[src/rtl/call_latch.sv]
// call_latch: request-registration stage ahead of the elevator Movement
// controller. It synchronises and edge-detects the car and hall buttons,
// holds each request until the door has dwelt open at that floor, and
// derives above/below/here hints from the current location.
module call_latch #(
    parameter int unsigned CLEAR_HOLD = 4
) (
    input  logic       CLK,
    input  logic       RST,
    input  logic [3:1] inCall,
    input  logic [3:1] outCall,
    input  logic [3:1] loc,
    input  logic [3:1] door,
    output logic [3:1] inPend,
    output logic [3:1] outPend,
    output logic [3:1] pending,
    output logic       reqAbove,
    output logic       reqBelow,
    output logic       reqHere,
    output logic [3:1] served
);

    localparam logic [3:0] HOLD    = 4'(CLEAR_HOLD);
    localparam logic [3:0] HOLD_M1 = 4'(CLEAR_HOLD - 1);

    function automatic logic onehot3(input logic [2:0] v);
        return (v != 3'b000) && ((v & (v - 3'd1)) == 3'b000);
    endfunction

    // Button vector: [5:3] hall, [2:0] car.
    logic [5:0] btn;
    logic [5:0] s1_q, s2_q, prev_q;
    logic [5:0] rise;
    logic [3:1] in_rise, out_rise;

    logic [3:1] in_pend_q, in_pend_d;
    logic [3:1] out_pend_q, out_pend_d;
    logic [3:1] served_q;
    logic [3:1] floor_q, floor_d;
    logic [3:0] dwell_q, dwell_d;
    logic [3:1] svc;
    logic [3:1] clr;
    logic       loc_ok;
    logic       svc_any;

    assign btn      = {outCall, inCall};
    assign rise     = s2_q & ~prev_q;
    assign in_rise  = rise[2:0];
    assign out_rise = rise[5:3];

    assign svc     = door & loc;
    assign loc_ok  = onehot3(loc);
    assign svc_any = loc_ok && onehot3(svc);

    // Two-flop synchroniser plus history flop for edge detection.
    always_ff @(posedge CLK or negedge RST) begin
        if (!RST) begin
            s1_q   <= '0;
            s2_q   <= '0;
            prev_q <= '0;
        end else begin
            s1_q   <= btn;
            s2_q   <= s1_q;
            prev_q <= s2_q;
        end
    end

    // Dwell counting: a new service floor restarts the count at 1, so the
    // clear lands CLEAR_HOLD-1 edges after the first edge that sees service.
    always_comb begin
        logic [3:0] base;
        dwell_d = '0;
        floor_d = '0;
        clr     = '0;
        base    = '0;
        if (svc_any) begin
            floor_d = svc;
            base    = (svc == floor_q) ? dwell_q : 4'd0;
            if (base < HOLD) begin
                dwell_d = base + 4'd1;
                if (base == HOLD_M1) begin
                    clr = svc;
                end
            end else begin
                dwell_d = base;
            end
        end
    end

    // Request latches: set on an unsuppressed rise, clear wins over set.
    always_comb begin
        in_pend_d  = (in_pend_q  | (in_rise  & ~svc)) & ~clr;
        out_pend_d = (out_pend_q | (out_rise & ~svc)) & ~clr;
    end

    // Latch, dwell and served-pulse state.
    always_ff @(posedge CLK or negedge RST) begin
        if (!RST) begin
            in_pend_q  <= '0;
            out_pend_q <= '0;
            dwell_q    <= '0;
            floor_q    <= '0;
            served_q   <= '0;
        end else begin
            in_pend_q  <= in_pend_d;
            out_pend_q <= out_pend_d;
            dwell_q    <= dwell_d;
            floor_q    <= floor_d;
            served_q   <= clr;
        end
    end

    assign inPend  = in_pend_q;
    assign outPend = out_pend_q;
    assign served  = served_q;
    assign pending = in_pend_q | out_pend_q;

    // Direction hints relative to the current floor; invalid loc gives none.
    always_comb begin
        reqAbove = 1'b0;
        reqBelow = 1'b0;
        reqHere  = 1'b0;
        case (loc)
            3'b001: begin
                reqAbove = pending[2] | pending[3];
                reqHere  = pending[1];
            end
            3'b010: begin
                reqAbove = pending[3];
                reqBelow = pending[1];
                reqHere  = pending[2];
            end
            3'b100: begin
                reqBelow = pending[1] | pending[2];
                reqHere  = pending[3];
            end
            default: begin
                reqAbove = 1'b0;
                reqBelow = 1'b0;
                reqHere  = 1'b0;
            end
        endcase
    end

endmodule
[config.mk]
export PLATFORM = sky130hd
export DESIGN_NAME = call_latch
export DESIGN_NICKNAME = d
export VERILOG_FILES = /design/src/rtl/call_latch.sv
export SDC_FILE = /design/constraint.sdc
export NUM_CORES = 1
export LEC_CHECK = 0
export CAP_MARGIN = 5
export CORE_MARGIN = 8
export CORE_UTILIZATION = 45
export DETAILED_ROUTE_END_ITERATION = 7
export PLACE_DENSITY_LB_ADDON = 0.08
export SLEW_MARGIN = 25
export SYNTH_ARGS = -nofsm -noshare
export SYNTH_HDL_FRONTEND = slang
export SYNTH_SLANG_ARGS = --single-unit
[constraint.sdc]
create_clock -name CLK -period 2.5 [get_ports CLK]
set_input_delay 0.5 -clock CLK [delete_from_list [all_inputs] [get_ports CLK]]
set_output_delay 0.5 -clock CLK [all_outputs]
set_load 0.02 [all_outputs]
==> impl_metrics.toml, run 1 <==
[status]
status = "complete, no violations"

[die]
rows = 19
core-area_um2 = 2760
dieArea_um2 = 4880
die_width_um = 69.9
dieHeight_um = 69.9
start_util_pct = 47.4
io_pins = 29

[setup_path]
regToRegSetupSlack_ns = 0.78
worst-path-buf-inv = 3
cpPeakStageDelay_ns = 0.43
endpoint_kind = "output port"
cp_top_family = "buffers and inverters"
startpoint_type = "input port"
crit_chain = "clkdlybuf4s50_1, buf_4, nor2b_1, o21ai_0, a21oi_1, dlygate4sd2_1"
crit_type = "input port to output port"
slowest_stage = "clkdlybuf4s50_1"
arrival_ns = 1.88
crit_fanout = 4
cp.required_ns = 2.00

[global_routing]
antenna_found_initial = 0
grt_pass1_vias = 977
globalRouteOverflowTotal = 0
grt_use_met3_pct = 5.79
grt.busiest_layer = "met2"
grt.total_usage_pct = 11.4
grt_max_degree = 35
gr-usage-met1_pct = 11.5
met2_usage_pct = 19.5
grt_pass1_wl_mm = 4.44

[synth]
synth_cell_types = 31
synth_top_area_cell = "dfrtp_1"
syn-num-nets = 119
seq_area_frac_synth_pct = 65.1
synth_top_family_by_area = "simple AND/OR/NAND/NOR gates"
avgSynthCellArea_um2 = 12.6
yosysWarnings = 0
netlist_area_um2 = 1310
synth_fa_ha_area_share_pct = 0.958
synth_xor_area_share_pct = 1.34
yosys-top-cells-area = "dfrtp_1 (65%), a31oi_1 (5.7%), nor2b_1 (2.9%), inv_1 (2.0%), and4bb_1 (1.9%)"
synth-seq-cells = 34
synth_edf_count = 0
synth-main-ff-cell = "dfrtp_1"
synth_compound_area_share_pct = 13.1
syn_inst = 104
synth_top_cell_area_share_pct = 65.1
synthMuxAreaShare_pct = 0.766
async_flop_share_pct = 100
yosys.area_share.simple_pct = 14.0

[clocking]
path_clk_slew_ns = 0.09
cts_made_buffers = 5
tritoncts = "yes"
post_cts_buffers = 0
worstSkewPairLatency_ns = 0.33
cts_root_buf = "clkbuf_4"
cts_htree_levels = 2
cts_buffer_depth = 2
cts_sinks = 34

[placement]
portBuffers = 28
place_congestion = 0.758
post-place-ws_ns = -0.195
place_hpwl_mm = 1.92

[layout]
mostFrequentLayoutCell = "dfrtp_1"
area_growth_pct = 32.6
final_cell_mix = "dfrtp_1 (34), clkdlybuf4s50_1 (24), a31oi_1 (12)"
antenna_cells = 0
drive_gt1_share_pct = 15.0
nets = 161

[pwr]
peakVddDrop_uv = 479
power_w = 0.000981
power_density_nw_per_um2 = 566
p_leak_nw = 0.790

[job]
drv_cap = 0

[timing]
fin_crit_ns = 2.38
final_max_slew_viol_count = 0
skew_ns = 0.00706
finalHoldViolCount = 0
rsz0062_at_grt = "no"
max_freq_mhz = 421
hold_ws_ns = 0.359
fin_ws_ns = 0.125
finalSetupViolations = 0
worst_pin_slew_ns = 0.421
period_share_pct = 95.0
slew_headroom_pct = 72.0

[routing]
wirelength_mm = 2.63
drtIter0Drc = 30
num_vias = 924
route.detailed.drc = 0
wl_per_cell_um = 14.7
final_antenna_net_count = 0
drtPass1Iterations = 3
post_drt_via_cell_ratio = 5.19

[min_path]
hp-class = "register to register"
registers in the layout (all words and copies together), names as in the netlist:
register	count
prev_q	6
floor_q	3
s1_q	6
inPend	3
outPend	3
s2_q	6
dwell_q	4
served	3
synthesized netlist by cell type, drive strengths merged, types with 2 or more instances:
| library cell | instances |
|---|---|
| nor2 | 3 |
| nand2 | 6 |
| o21ai | 3 |
| and3 | 3 |
| or2 | 3 |
| nor2b | 6 |
| and4bb | 3 |
| o311a | 2 |
| xnor2 | 2 |
| and2 | 2 |
| dfrtp | 34 |
| buf | 4 |
| inv | 7 |
| a21oi | 4 |
| a31oi | 12 |
power breakdown:
group | total, W | switching, W | internal [W] | leakage, nW
Sequential | 0.000573 | 0.00000643 | 0.000567 | 0.400
Combinational | 0.0000941 | 0.0000479 | 0.0000462 | 0.354
Clock | 0.000313 | 0.000177 | 0.000136 | 0.0353
Total | 0.000981 | 0.000231 | 0.000749 | 0.790
per-layer routing:
layer | share of wire (%) | vias up
met1 | 42 | 451
met5 | 0 | -
met4 | 1.9 | 0
met3 | 5.6 | 5
met2 | 50 | 21
li1 | - | 447
path summary, 6_finish.rpt:
kind	end	cells after the start	startpoint
min in group asynchronous	served[2]	2	RST
worst min-delay path	s2_q[2]	0	s1_q[2]
max in group asynchronous	s2_q[5]	2	RST
worst max register to register	inPend[3]	7	floor_q[1]
worst min register to register	s2_q[2]	0	s1_q[2]
worst max-delay path	reqAbove	6	loc[1]
per-stage QoR:
| step | cells | setup TNS (ns) | area [um2] | utilization (%) |
|---|---|---|---|---|
| 3_5_place_dp | 170 | -1.62 | 1670 | 60.7 |
| 6_report | 178 | 0 | 1730 | 62.8 |
| 5_1_grt | 178 | 0 | 1730 | 62.8 |
| 4_1_cts | 178 | 0 | 1730 | 62.7 |
| 3_3_place_gp | 170 | -1.17 | 1670 | 60.7 |
| 2_1_floorplan | 104 | 0 | 1310 | - |
what timing repair did:
item | in CTS | in global routing
resized for setup | 3 | 1
endpoints found under the setup margin | 3 | 1
hold buffers | 0 | 0
final cells by class:
cell class	count	area (um2)
clock buffers	7	55.1
clock inverters	1	5.00
fillers	220	1030
inverters	7	26.3
multi-input cells	59	394
flip-flops and latches	34	851
well taps	31	38.8
repair buffers	39	362
worst reg2reg max path, delay by kind of cell, from the launching register on:
family,cells,cell delay (ns)
simple gates,3,0.48
flops,1,0.38
compound gates,3,0.56
fa+ha+maj,1,0.22
cells by family after synthesis:
family,after synthesis
flip-flops,34
AND/OR/NAND/NOR,30
AO/OA/AOI/OAI,25
buffers and inverters,11
XOR/XNOR,2
multiplexers,1
adder cells (fa/ha/maj),1
(Power assumes the default switching activity.)
==> run 2, diff against run 1 <==
SLEW_MARGIN = 20   (was 25)
==> results of run 2 <==
Same layout as run 1: the final DEF is identical, and so are final timing and power.
